--- config.mk ---
export PLATFORM = sky130hd
export DESIGN_NAME = apb_cmd_master
export DESIGN_NICKNAME = d
export VERILOG_FILES = /design/src/rtl/apb_cmd_master.sv
export SDC_FILE = /design/constraint.sdc
export NUM_CORES = 1
export LEC_CHECK = 0
export ABC_AREA = 1
export CAP_MARGIN = 10
export CORE_UTILIZATION = 47
export DETAILED_ROUTE_END_ITERATION = 8
export GPL_TIMING_DRIVEN = 0
export PLACE_DENSITY_LB_ADDON = 0.12
export SLEW_MARGIN = 20
export SYNTH_ARGS = -nofsm -noshare
export SYNTH_HDL_FRONTEND = slang
export SYNTH_SLANG_ARGS = --single-unit
--- constraint.sdc ---
create_clock -name clk -period 4 [get_ports clk]
set_input_delay 0.8 -clock clk [delete_from_list [all_inputs] [get_ports clk]]
set_output_delay 0.8 -clock clk [all_outputs]
set_load 0.1 [all_outputs]
--- src/rtl/apb_cmd_master.sv ---
// APB4 initiator: single-beat cmd_* requests become SETUP/ACCESS transfers; optional watchdog via APB_CMD_MASTER_TIMEOUT_EN.
// Latency: psel 1 cycle after accept, penable 2, rsp_valid 3 (plus slave wait states); 3 cycles/transfer minimum.
// Backpressure: cmd_ready only in IDLE; rsp_valid is a one-cycle pulse with no backpressure.
module apb_cmd_master #(
  parameter int ADDR_W         = 12,
  parameter int DATA_W         = 32,
  parameter int TIMEOUT_CYCLES = 255
) (
  input  logic                clk,
  input  logic                rst,
  input  logic                cmd_valid,
  output logic                cmd_ready,
  input  logic                cmd_write,
  input  logic [ADDR_W-1:0]   cmd_addr,
  input  logic [DATA_W-1:0]   cmd_wdata,
  input  logic [DATA_W/8-1:0] cmd_strb,
  output logic                rsp_valid,
  output logic [DATA_W-1:0]   rsp_rdata,
  output logic                rsp_err,
  output logic                psel,
  output logic                penable,
  output logic                pwrite,
  output logic [ADDR_W-1:0]   paddr,
  output logic [DATA_W-1:0]   pwdata,
  output logic [DATA_W/8-1:0] pstrb,
  input  logic [DATA_W-1:0]   prdata,
  input  logic                pready,
  input  logic                pslverr,
  output logic [15:0]         xfer_cnt,
  output logic [15:0]         err_cnt
);

  typedef enum logic [1:0] {
    IDLE   = 2'd0,
    SETUP  = 2'd1,
    ACCESS = 2'd2
  } state_t;

  state_t state, state_nxt;
  logic   accept;
  logic   complete;
  logic   abort;
  logic   done;
  logic   done_err;

  always_ff @(posedge clk) begin
    if (rst) begin
      state <= IDLE;
    end else begin
      state <= state_nxt;
    end
  end

  always_comb begin
    state_nxt = state;
    accept    = 1'b0;
    complete  = 1'b0;
    case (state)
      IDLE: begin
        if (cmd_valid) begin
          accept    = 1'b1;
          state_nxt = SETUP;
        end
      end
      SETUP: begin
        state_nxt = ACCESS;
      end
      ACCESS: begin
        // pslverr/prdata are only meaningful on a qualified APB completion
        if (psel && penable && pready) begin
          complete  = 1'b1;
          state_nxt = IDLE;
        end else if (abort) begin
          state_nxt = IDLE;
        end
      end
      default: begin
        state_nxt = IDLE;
      end
    endcase
  end

  assign cmd_ready = (state == IDLE);
  assign done      = complete || abort;
  assign done_err  = complete ? pslverr : 1'b1;

`ifdef APB_CMD_MASTER_TIMEOUT_EN
  localparam int WAIT_CLOG = $clog2(TIMEOUT_CYCLES + 1);
  localparam int WAIT_W    = (WAIT_CLOG > 8) ? WAIT_CLOG : 8;
  localparam logic [WAIT_W-1:0] WAIT_LAST = WAIT_W'(TIMEOUT_CYCLES - 1);

  logic [WAIT_W-1:0] wait_cnt;

  always_ff @(posedge clk) begin
    if (rst || state == SETUP) begin
      wait_cnt <= '0;
    end else if (state == ACCESS && !pready) begin
      wait_cnt <= wait_cnt + 1'b1;
    end
  end

  // Abort on the edge that ends the TIMEOUT_CYCLES-th stalled ACCESS cycle; pready wins a tie.
  assign abort = (state == ACCESS) && !pready && (wait_cnt >= WAIT_LAST);
`else
  // Without the watchdog ACCESS waits on pready forever; TIMEOUT_CYCLES has no effect.
  assign abort = 1'b0 && (TIMEOUT_CYCLES > 0);
`endif

  always_ff @(posedge clk) begin
    if (rst) begin
      psel      <= 1'b0;
      penable   <= 1'b0;
      pwrite    <= 1'b0;
      paddr     <= '0;
      pwdata    <= '0;
      pstrb     <= '0;
      rsp_valid <= 1'b0;
      rsp_rdata <= '0;
      rsp_err   <= 1'b0;
      xfer_cnt  <= '0;
      err_cnt   <= '0;
    end else begin
      rsp_valid <= 1'b0;
      if (accept) begin
        psel   <= 1'b1;
        pwrite <= cmd_write;
        paddr  <= cmd_addr;
        pwdata <= cmd_write ? cmd_wdata : '0;
        pstrb  <= cmd_write ? cmd_strb  : '0;
      end
      if (state == SETUP) begin
        penable <= 1'b1;
      end
      if (done) begin
        psel      <= 1'b0;
        penable   <= 1'b0;
        rsp_valid <= 1'b1;
        rsp_err   <= done_err;
        rsp_rdata <= (complete && !pwrite) ? prdata : '0;
        if (xfer_cnt != 16'hFFFF) begin
          xfer_cnt <= xfer_cnt + 16'd1;
        end
        if (done_err && err_cnt != 16'hFFFF) begin
          err_cnt <= err_cnt + 16'd1;
        end
      end
    end
  end

endmodule
# ---- After elaboration in Yosys (flattened, before gate mapping)
# Cells that the tools add are included.
dict set report op_classes {
  n_shift 0
  multipliers 0
  addsub 2
  eq_ne 6
  div_mod_pow 0
  mux 12
  n_lt_le_gt_ge 0
  bitwise_logic 0
  n_reduce_logical 10
}
# cell n
set op_table {}
lappend op_table {{32-bit two-way mux} 2}
lappend op_table {{16-bit by 1-bit adder with 16-bit output, second input constant} 2}
lappend op_table {{16-bit != test, second input constant} 2}
lappend op_table {{1-bit two-way mux} 6}
lappend op_table {{2-bit case mux with 3 select lines} 1}
lappend op_table {{2-bit AND reduction} 3}
lappend op_table {{1-bit logical AND} 4}
lappend op_table {{2-bit two-way mux} 2}
lappend op_table {{4-bit two-way mux} 1}
lappend op_table {{2-bit != test, second input constant} 2}
lappend op_table {{2-bit by 1-bit == test with 1-bit output, second input constant} 1}
lappend op_table {{2-bit == test, second input constant} 1}
lappend op_table {{2-bit zero test} 1}
lappend op_table {{2-bit OR reduction} 1}
lappend op_table {{1-bit zero test} 1}
dict set report totals {
  inputBits 86
  ramBits 0
  out_inout_bits 118
  latch_bits 0
  n_memories 0
  reg_bits 119
  elab_cells 42
  rom_bits 0
}

# ---- Logic depth before layout (Yosys ltp)
dict set report depth {
  depth_word 7
  mapped_depth 10
  mapped_depth_nobuf 10
}

# ---- Worst setup path before layout
# No wires, ideal clock.
dict set report synth_path {
  kind {register -> register}
  startpoint {register err_cnt[1]}
  endpoint {register err_cnt[0]}
  stages_incl_launch_ff 10
  setup_time_ns 0.117
  arrival_time_ns 2.152
  slack_ns 1.731
  required_time_ns 3.883
  n_path_buf 1
  cell_sequence {dfxtp_1 -> ha_1 -> nand2_1 -> nor2_4 -> nand2_4 -> nor2_2 -> nor2_4 -> buf_6 -> nor2_1 -> nor2_1}
}
dict set report synth_via {
  elab_chain_len 3
}
# element line
set synth_lines {}
lappend synth_lines {{start: declaration} 30} ;# output logic [15:0] err_cnt
lappend synth_lines {{start signal: assignment} 144} ;# err_cnt <= err_cnt + 16'd1;
lappend synth_lines {{16-bit != test} 143} ;# if (done_err && err_cnt != 16'hFFFF) begin
lappend synth_lines {{1-bit logical AND} 143}
lappend synth_lines {{2-bit AND reduction (no line)} -}
# Every way passes these cells.
# A chain may end at the register's enable or synchronous reset.

# ---- Worst setup path after layout
dict set report layout_path {
  startpoint {register state[1]}
  endpoint {output cmd_ready}
}
dict set report layout_via {
  elab_chain_len 1
}
# element line
set layout_lines {}
lappend layout_lines {{start: declaration} 39} ;# state_t state, state_nxt;
lappend layout_lines {{start signal: assignment} 50} ;# state <= state_nxt;
lappend layout_lines {{2-bit zero test} 83} ;# assign cmd_ready = (state == IDLE);
lappend layout_lines {{end: declaration} 12} ;# output logic cmd_ready,
# Every way passes these cells.

==> summary.md <==
| Metric | Value |
|---|---|
| Status | `complete, no violations` |
| Seq cells post-synth | `119` |
| Core area | `about 10,000 sq um` |
| Nets | `991` |
| CTS Buffer Depth | `2` |
| Final setup TNS | `0 ns` |
| Root buf cell | `clkbuf_8` |
| Drt drc | `0` |
| Post-synthesis instance area | `around 5100 sq um` |
| Worst Max-Slew Pin Slew | `around 1.0 ns` |
| Cells after synthesis | `683` |
| Starting Density | `48.8%` |
| Routability cong. | `0.862` |
| Global route overflow | `0` |
| Leakage power | `0.00290 uW` |
| Final Cycle Share | `75.7%` |
| Initial antenna violation count | `0` |
| Drt total wl | `15,400 um` |
| Top cells by area, synth | `dfxtp_1 47%, nand2_1 14%, a21oi_1 8.3%, nor2_1 6.3%, nand3_1 6.0%` |
| Final worst slack | `0.973 ns` |
| Total CTS buffers | `17` |
| Post-cts sizing count | `0` |
| FMAX | `330 MHz` |
| Yosys warnings | `0` |
| Initial DRC count | `about 280` |
| Slowest stage delay, CP | `1.14 ns` |
| CP Launch Type | `flip-flop` |
| Slowest cell on crit path | `clkdlybuf4s50_1` |
| Via Count | `5,333` |
| Simple-gate share of the synthesized area | `33.5%` |
| Sequential fraction of the synthesis area | `between 40 and 50%` |
| Vias in the first global route | `5,362` |
| Most frequent cells in the layout | `201 x clkdlybuf4s50_1, 192 x nand2_1, 119 x dfxtp_1, 85 x nor2_1, 84 x a21oi_1` |
| Cell taking the most area after synthesis | `dfxtp_1` |
| First-pass GRT wire length | `24,900 um` |
| Syn Nets | `approximately 770` |
| Commonest non-fill, non-tap cell in the layout | `clkdlybuf4s50_1` |
| Xor-xnor portion of the synthesized cell area | `about 1.2%` |
| Post-synth top area share | `a little under half` |
| Post-CTS Setup Inserts | `0` |
| Die W | `106 um` |
| RSZ-0062 raised after global routing | `false` |
| DRT Pass-1 Iters | `5` |
| Compound-gate portion of the synthesized area | `11.6%` |
| Share of cells above drive strength 1 | `10.6%` |
| Min cycle time layout | `3.03 ns` |
| Number of diodes | `0` |
| Main combinational cell family by area after synthesis | `simple AND/OR/NAND/NOR gates` |
| CTS tree | `yes` |
| # IOs | `204` |
| Clock skew | `around 0.0073 ns` |
| IO buf count | `about 200` |
| H-tree Lvls | `4` |
| Mean Syn Cell Area | `7.44 sq um` |
| FP Rows | `37` |
| Placement Setup Slack | `1.50 ns` |
| Hold slack | `0.463 ns` |
| Hold-fix buffers, CTS | `0` |
| Crit-path max FO | `3` |
| IR drop worst, VDD | `between 0.2 and 0.3 mV` |
| Critical-path cell list | `inv_2 > nand2_1 > inv_1 > clkdlybuf4s50_1` |
| # setup viols final | `0` |
| Total power | `3480 uW` |
| Mux cell area share after synthesis | `0%` |
| Routed len/inst | `approximately 15 um` |
| Max-slew headroom | `30.8%` |
| Detailed placement HPWL | `11,400 um` |
| Pins Over Slew Limit | `0` |
| CP Data Required Time | `3.20 ns` |
| CTS sink cnt | `approximately 120` |
| Synth cell types | `30` |
| CP Capture Type | `output pin` |
| Clk pin slew, worst setup/hold paths | `0.06 ns` |
| Synthesis-to-finish area growth | `56.3%` |
| Die ar. | `11,200 sq um` |
| Power density cells | `438 nW/um^2` |
| Data arrival, critical path | `2.23 ns` |
| Max cap viols | `0` |
| ANT nets after route | `0` |
| Post-layout util | `76.2%` |
| Critical Setup Path Class | `reg2out` |
| Via-per-instance ratio | `5.07` |
| Area share of fa/ha/maj cells after synthesis | `0.492%` |
| Pin count of the biggest net entering global routing | `17` |
| Die Span Y | `around 110 um` |
| Clk Latency, worst-skew pair | `0.52 ns` |
| Tot GR Track Use | `28.4%` |
| Final Hold Viols | `0` |
| Worst min-delay path category | `reg2reg` |
-- power breakdown --
group          leakage [uW]  total [uW]  switching [uW]  internal (uW)
Clock              0.000328        1740             520           1220
Combinational       0.00160         500             344            156
Sequential         0.000965        1240            19.0           1220
Total               0.00290        3480             883           2590
-- final cells by class --
type                       count  area, sq um
buffer                        37          214
clock buffer                  24          490
clock inverter                 7          188
fill                         782         2470
inverter                      27          106
multi-input combinational    500         2380
sequential                   119         2380
tap                          136          170
timing repair buffer         201         2010
-- flip-flops by register name, indices dropped and copies added (netlist names) --
register   flops
penable        1
pwrite         1
psel           1
rsp_valid      1
pstrb          4
pwdata        32
state          2
rsp_err        1
err_cnt       16
xfer_cnt      16
paddr         12
rsp_rdata     32
-- metal layers --
layer,wire length [um],GRT usage (%)
met2,7850,49.6
met3,1230,12.0
met4,465,14.0
met1,5890,29.2
met5,0,0
-- kinds of logic (layout without fill, tap and decap cells) --
group,Yosys count,in the layout
adders and majority gates,2,2
DFF,119,119
buffers and inverters,64,296
AOI/OAI and AO/OA,110,110
and+or+nand+nor,381,381
xor gates and xnor gates,7,7
-- per-stage QoR --
| stage | instance area [sq um] | std cells |
|---|---|---|
| floorplan | 5080 | 683 |
| global placement | 7260 | 1020 |
| detailed placement | 7260 | 1020 |
| CTS | 7940 | 1051 |
| global route | 7940 | 1051 |
| finish | 7940 | 1051 |
-- cell usage after synthesis --
cell type / count
nor2_8: 1
xor2_1: 4
inv_2: 4
nand3_2: 1
nand4_2: 1
nor2_4: 7
nand2_2: 12
buf_12: 1
inv_1: 21
nor2_2: 6
nor3_1: 3
o21ai_0: 16
buf_4: 5
xnor2_1: 3
nand3_1: 61
clkbuf_1: 18
nand2_1: 192
dfxtp_1: 119
a21oi_1: 84
nand4_1: 6
clkbuf_8: 2
buf_2: 10
buf_6: 1
nand2_4: 5
ha_1: 2
a21oi_2: 10
clkinv_4: 1
clkinv_1: 1
nor3_4: 1
nor2_1: 85
-- worst max-delay path, delay by kind of cell (launching register included) --
kind	cells	cell delay, ns
flip-flops	1	0.34
AND/OR/NAND/NOR	1	0.08
buffers and inverters	3	1.28
-- path summary, 6_finish.rpt --
path / from / to / slack (ns) / depth (start not counted)
setup / recovery: state[1]$_SDFFE_PP0P_ / cmd_ready / 0.97 / 4
hold / removal: rsp_rdata[17]$_SDFFE_PP0N_ / rsp_rdata[17]$_SDFFE_PP0N_ / 0.46 / 2
setup reg to reg: xfer_cnt[0]$_SDFFE_PP0P_ / xfer_cnt[1]$_SDFFE_PP0P_ / 2.26 / 8
hold reg to reg: rsp_rdata[17]$_SDFFE_PP0N_ / rsp_rdata[17]$_SDFFE_PP0N_ / 0.46 / 2
Power figures use the tool's default switching activity.
